File: src/rtl/mb8_word_ctl.sv
// Initiator for the 8-bit single-port SPRAM. Turns 16-bit word and 8-bit byte requests
// into big-endian byte accesses behind a req/rdy/ack handshake.
module mb8_word_ctl #(
  parameter int unsigned ASZ = 17,
  parameter int unsigned DSZ = 16
) (
  input  logic           clk,
  input  logic           rst,
  input  logic           req,
  input  logic           wr,
  input  logic           sz,
  input  logic [ASZ-1:0] addr,
  input  logic [DSZ-1:0] wd,
  output logic           rdy,
  output logic           ack,
  output logic [DSZ-1:0] rd,
  output logic [ASZ-1:0] ai,
  output logic [7:0]     vi,
  output logic           we,
  input  logic [7:0]     vo
);

  typedef enum logic [2:0] {StIdle, StW0, StW1, StR0, StR1, StR2, StDone} state_e;

  state_e         state_q, state_d;
  logic           sz_q, sz_d;
  logic [ASZ-1:0] addr_q, addr_d;
  logic [7:0]     lo_q, lo_d;
  logic           rdy_q, rdy_d;
  logic           ack_q, ack_d;
  logic [DSZ-1:0] rd_q, rd_d;
  logic [ASZ-1:0] ai_q, ai_d;
  logic [7:0]     vi_q, vi_d;
  logic           we_q, we_d;
  logic [ASZ-1:0] addr_inc;

  // Natural ASZ-bit overflow gives the required wrap to address zero.
  assign addr_inc = addr_q + {{(ASZ-1){1'b0}}, 1'b1};

  always_comb begin
    state_d = state_q;
    sz_d    = sz_q;
    addr_d  = addr_q;
    lo_d    = lo_q;
    rdy_d   = 1'b0;
    ack_d   = 1'b0;
    rd_d    = rd_q;
    ai_d    = ai_q;
    vi_d    = vi_q;
    we_d    = 1'b0;
    unique case (state_q)
      StIdle, StDone: begin
        // DONE accepts a new request directly so back-to-back ops skip IDLE.
        rdy_d   = 1'b1;
        state_d = StIdle;
        if (req) begin
          rdy_d  = 1'b0;
          sz_d   = sz;
          addr_d = addr;
          lo_d   = wd[7:0];
          ai_d   = addr;
          if (wr) begin
            state_d = StW0;
            we_d    = 1'b1;
            vi_d    = sz ? wd[15:8] : wd[7:0];
          end else begin
            state_d = StR0;
          end
        end
      end
      StW0: begin
        if (sz_q) begin
          state_d = StW1;
          ai_d    = addr_inc;
          vi_d    = lo_q;
          we_d    = 1'b1;
        end else begin
          state_d = StDone;
          rdy_d   = 1'b1;
          ack_d   = 1'b1;
        end
      end
      StW1: begin
        state_d = StDone;
        rdy_d   = 1'b1;
        ack_d   = 1'b1;
      end
      StR0: begin
        state_d = StR1;
        if (sz_q) ai_d = addr_inc;
      end
      StR1: begin
        if (sz_q) begin
          state_d    = StR2;
          rd_d[15:8] = vo;
        end else begin
          state_d = StDone;
          rd_d    = {8'h00, vo};
          rdy_d   = 1'b1;
          ack_d   = 1'b1;
        end
      end
      StR2: begin
        state_d   = StDone;
        rd_d[7:0] = vo;
        rdy_d     = 1'b1;
        ack_d     = 1'b1;
      end
      default: begin
        state_d = StIdle;
        rdy_d   = 1'b1;
      end
    endcase
  end

  always_ff @(posedge clk) begin
    if (!rst) begin
      state_q <= StIdle;
      sz_q    <= 1'b0;
      addr_q  <= '0;
      lo_q    <= 8'h00;
      rdy_q   <= 1'b1;
      ack_q   <= 1'b0;
      rd_q    <= '0;
      ai_q    <= '0;
      vi_q    <= 8'h00;
      we_q    <= 1'b0;
    end else begin
      state_q <= state_d;
      sz_q    <= sz_d;
      addr_q  <= addr_d;
      lo_q    <= lo_d;
      rdy_q   <= rdy_d;
      ack_q   <= ack_d;
      rd_q    <= rd_d;
      ai_q    <= ai_d;
      vi_q    <= vi_d;
      we_q    <= we_d;
    end
  end

  assign rdy = rdy_q;
  assign ack = ack_q;
  assign rd  = rd_q;
  assign ai  = ai_q;
  assign vi  = vi_q;
  assign we  = we_q;

endmodule

File: config.mk
export PLATFORM = sky130hd
export DESIGN_NAME = mb8_word_ctl
export DESIGN_NICKNAME = d
export VERILOG_FILES = /design/src/rtl/mb8_word_ctl.sv
export SDC_FILE = /design/constraint.sdc
export NUM_CORES = 1
export LEC_CHECK = 0
export BUFFER_PORTS_ARGS = -buffer_cell sky130_fd_sc_hd__buf_4
export CORE_ASPECT_RATIO = 1.25
export CORE_MARGIN = 4
export CORE_UTILIZATION = 40
export CTS_BUF_LIST = sky130_fd_sc_hd__clkbuf_16
export CTS_CLUSTER_DIAMETER = 120
export CTS_CLUSTER_SIZE = 10
export DETAILED_ROUTE_END_ITERATION = 8
export SLEW_MARGIN = 20
export SYNTH_ARGS = -nofsm -noshare
export SYNTH_HDL_FRONTEND = slang
export SYNTH_SLANG_ARGS = --single-unit
File: constraint.sdc
create_clock -name clk -period 3.3 [get_ports clk]
set_input_delay 0.495 -clock clk [delete_from_list [all_inputs] [get_ports clk]]
set_output_delay 0.495 -clock clk [all_outputs]
set_load 0.01 [all_outputs]
# [Word-level counts from Yosys, hierarchy flattened]
# Cells that the tools add are included.
[word_totals] regBits=73 output_inout_bits=44
[classes] addsub=1 eq_ne=11 mux=24 reduce_logical=12
[op_table] cell="8-bit two-way mux" count=6
[op_table] cell="17-bit two-way mux" count=2
[op_table] cell="17-bit case mux with 2 select lines" count=1
[op_table] cell="8-bit case mux with 2 select lines" count=2
[op_table] cell="17-bit by 1-bit adder with 17-bit output (second input constant)" count=1
[op_table] cell="3-bit case mux with 5 select lines" count=1
[op_table] cell="3-bit equality test (second input constant)" count=3
[op_table] cell="2-bit != test (second input constant)" count=4
[op_table] cell="2-bit OR reduction" count=4
[op_table] cell="3-bit by 2-bit equality test with 1-bit output (second input constant)" count=2
[op_table] cell="2-bit two-way mux" count=3
[op_table] cell="2-bit nonzero test" count=3
[op_table] cell="1-bit two-way mux" count=5
[op_table] cell="1-bit case mux with 2 select lines" count=2
[op_table] cell="2-bit AND reduction" count=2
[op_table] cell="4-bit AND reduction" count=1
[op_table] cell="3-bit by 1-bit equality test with 1-bit output (second input constant)" count=1
[op_table] cell="3-bit logical NOT" count=1
[op_table] cell="3-bit two-way mux" count=1
[op_table] cell="1-bit case mux with 3 select lines" count=1
[op_table] cell="3-bit AND reduction" count=1
[op_table] cell="2-bit by 1-bit != test with 1-bit output (second input constant)" count=1

# [Logic depth before layout (Yosys ltp)]
[depth] word_depth=4 ltp_mapped=7 mapped_depth_nobuf=5

# [Worst setup path before layout]
# No wires, ideal clock.
[synth_path] path_type="input port to flip-flop" startpoint="in sz" endpoint="reg vi_q[0], in the netlist vi[0]" setup_time_ns=0.128 arrival_ns=1.554 slack_ns=1.619 path_stages=5 n_path_buf=1 path_cell_list="clkbuf_1 > mux2_2 > mux2_2 > mux2i_1 > nor2_1"
[synth_via] elab_chain_cells=4
[synth_lines] item="from (decl)" line_no="11" text="input logic sz,"
[synth_lines] item="8-bit two-way mux" line_no="65" text="vi_d = sz ? wd[15:8] : wd[7:0];"
[synth_lines] item="8-bit two-way mux" line_no="62" text="if (wr) begin"
[synth_lines] item="8-bit two-way mux" line_no="56" text="if (req) begin"
[synth_lines] item="8-bit case mux with 2 select lines" line_no="51" text="unique case (state_q)"
[synth_lines] item="to (signal assigned)" line_no="137" text="vi_q <= vi_d;"
[synth_lines] item="to (decl)" line_no="33" text="logic [7:0] vi_q, vi_d;"
# Every way passes these cells. The select of a mux whose other input is x is not followed.
# A chain may end at the register's enable or synchronous reset.

# [Final worst setup path]
[layout_path] startpoint="reg state_q[2]" endpoint="reg ai_q[12], in the netlist ai[12]"
[layout_via] elab_chain_cells=4
[layout_lines] item="from (decl)" line_no="25" text="state_e state_q, state_d;"
[layout_lines] item="from (signal assigned)" line_no="118" text="state_q <= StIdle;"
[layout_lines] item="from (signal assigned)" line_no="129" text="state_q <= state_d;"
[layout_lines] item="3-bit equality test, or another cell as far along" line_no="51"
[layout_lines] item="2-bit OR reduction, on equally long branches"
[layout_lines] item="2-bit != test (no line), or another cell as far along"
[layout_lines] item="3-bit AND reduction (no line)"
[layout_lines] item="to (signal assigned)" line_no="136" text="ai_q <= ai_d;"
[layout_lines] item="to (decl)" line_no="32" text="logic [ASZ-1:0] ai_q, ai_d;"
# Parallel ways exist; a longest one is shown, timed or not.

==> metrics <==
Peak supply drop 0.375 mV; Reg area 0.00146 mm2; share of layout cells above drive strength 1 27.3%; leakage power figure 1.70 nW; via/cell ratio 5.43; clk_skew 7.29 ps; number of synthesized flops with an enable pin 0; final WL 9.11 mm; # rows 37; Reg clk slew, reported paths 60 ps; DRC viols 0; Final period util 63.8%; actual slew at the worst max-slew pin 643 ps; pwr dens 613 mW/mm2; core area 0.00833 mm2; Crit Path Category reg -> reg; Tmin final 2110 ps; Mapped Cells 414; Switching Share 30.9%; Die Span Y 112 um; slowest CP cell dfxtp_1; Placer Congestion 0.783; Max Clk Rate 0.475 GHz; reg2reg end ai[12]; FF+latch count, synth 73; hpwl dp 6.40 mm; setup repair bufs after CTS 0; most frequent cells in the layout buf_4 (92), nand2_1 (83), dfxtp_1 (73); switching pwr 0.836 mW; crit path launch type flip-flop; hold slack 413 ps; Critical path buffers and inverters 1; R2R cell count 5; Pint 1.87 mW; Clock H-tree levels 3; Worst Hold End rd[4]; # IOs 90; synthesized area per cell 8.38 um2; Crit. End Element flip-flop; Syn. warnings 0; Crit path largest cell delay 680 ps; CP Data Required Time 3540 ps; crit-path max FO 17; Die Span X 91.3 um; FFs w/ async S/R, synth 0%; DR pass1 iterations 5; first-pass GRT wire length 15.1 mm; # clock sinks 73; Placed Area 0.00411 mm2; Crit path depth 5; RSZ-0062 raised after global routing false; Port Buffers 89; Synthesized Nets 461; largest net degree at the start of global routing 38; CP delay by family, top flip-flops; Max-cap violations 0; Iter 0 DRT Violations 116; Routed Antenna Nets 0; R2R Setup Slk 1190 ps; vias in the first global route 3089; register area share after synthesis 42.1%; crit-path cells xor2_1 > nor2_2 > buf_4 > a32oi_1 > o221ai_1; Distinct cells, synth 52; diodes inserted 0; Via Count 3187; final setup fails 0; Resized cells post-CTS 0; Multi-input gate area 0.00182 mm2; grt total ovfl 0; R2R Path Start state_q[2]; fin area 0.00441 mm2; Max-slew headroom 57.1%; Max clock buf depth 2; Flop pwr share 40.8%; post-layout net count 532; Clk pwr share 35.6%; Initial Util 41.6%; combinational power share 23.6%; Hold WC Path Type in -> reg; status finished, final reports clean; worst skew pair latency 320 ps; Global Route Usage Sum 18.0%; Mapped Area 0.00347 mm2; most common cell after layout, fill and taps aside buf_4; Fillers 818; Final Slew Violations 0; hold path startpoint vo[4]; setup tns final 0 ps; Area growth syn-to-layout 27.1%; WP data arrival 2350 ps; die area 0.0102 mm2; CTS tree yes; clock root cell clkbuf_16; wire length per cell 15.5 um; ys flop type dfxtp_1; initial antenna violation count 0; cts hold-fix bufs 0; Num CTS Buffers 9; final count of hold timing violations 0; hold path depth 3
[cells by family (layout without fill, tap and decap cells)]
logic type / Yosys count / after routing / share of synthesized area [%]
buffers and inverters: 37 / 113 / 5.41
xor gates and xnor gates: 6 / 6 / 1.51
DFF: 73 / 73 / 42.1
adders and majority gates: 1 / 1 / 0.361
AOI/OAI and AO/OA: 92 / 92 / 17.9
muxes: 33 / 33 / 10.1
and+or+nand+nor: 172 / 172 / 22.6
[how the worst max path moves through the flow]
stage	from	to	slack [ps]
6_report	state_q[2]	ai[12]	1190
5_1_grt	state_q[2]	ai[12]	980
4_1_cts	state_q[2]	ai[12]	1180
3_5_place_dp	state_q[0]	vi[4]	1190
3_3_place_gp	state_q[0]	vi[6]	1240
2_1_floorplan	sz	vi[0]	1620
[routing by layer]
layer | track usage [%] | wire [um] | share of wire, % | vias to the layer above
met5 | 0 | 0 | 0 | -
met4 | 5.84 | 61 | 0.67 | 0
met3 | 4.22 | 533 | 5.8 | 4
met2 | 30.3 | 4350 | 48 | 95
met1 | 22.7 | 4170 | 46 | 1479
li1 | - | - | - | 1609
[metrics by stage]
stage / instances / setup slack (ps) / utilization, % / power (mW)
detailed placement: 571 / 1190 / 49.4 / 1.77
global placement: 571 / 1240 / 49.4 / 1.75
floorplan: 414 / 1620 / - / 1.54
CTS: 587 / 1180 / 52.9 / 2.73
finish: 587 / 1190 / 52.9 / 2.70
global route: 587 / 976 / 52.9 / 2.85
[synthesized netlist by cell type, types with 4 or more instances]
master | instances | share of area (%)
buf_4 | 4 | 0.87
nor4_1 | 6 | 1.1
nand2_1 | 83 | 9.0
nor3_1 | 7 | 1.0
clkbuf_1 | 16 | 1.7
nand3_1 | 18 | 2.6
inv_1 | 5 | 0.54
nor2_1 | 29 | 3.1
buf_2 | 8 | 1.2
mux2i_1 | 17 | 4.9
o221ai_1 | 6 | 1.5
mux2_2 | 16 | 5.2
dfxtp_1 | 73 | 42
o32ai_1 | 5 | 1.3
nand4_1 | 6 | 1.1
xnor2_1 | 5 | 1.3
o21ai_0 | 13 | 1.9
a32o_1 | 4 | 1.2
a21oi_1 | 43 | 6.2
nand2b_1 | 4 | 0.72
[area by class of cell]
cell class / instances / area share [%]
Clock buffer: 9 / 5.11
Clock inverter: 7 / 1.62
Inverter: 5 / 0.426
Multi-Input combinational cell: 304 / 41.3
Sequential cell: 73 / 33.1
Tap cell: 97 / 2.75
Timing Repair Buffer: 92 / 15.7
[power groups by stage]
stage	Combinational, mW	Sequential (mW)	Clock (mW)
after global routing	0.711	1.12	1.02
final	0.638	1.10	0.963
after floorplan	0.439	1.10	0
after detailed placement	0.645	1.12	0
after CTS	0.647	1.10	0.976
after global placement	0.633	1.12	0
[tightest hold or removal path: stages]
cell	delay [ps]
buf_4	80
mux2i_1	50
nor2_1	70
[state kept, by name, indices dropped and copies added, names as in the netlist]
name and count:
ai 17, rd 16, we 1, vi 8
state_q 3, lo_q 8, rdy 1, ack 1
sz_q 1, addr_q 17
Note: power is estimated with default switching activity, not from simulation.
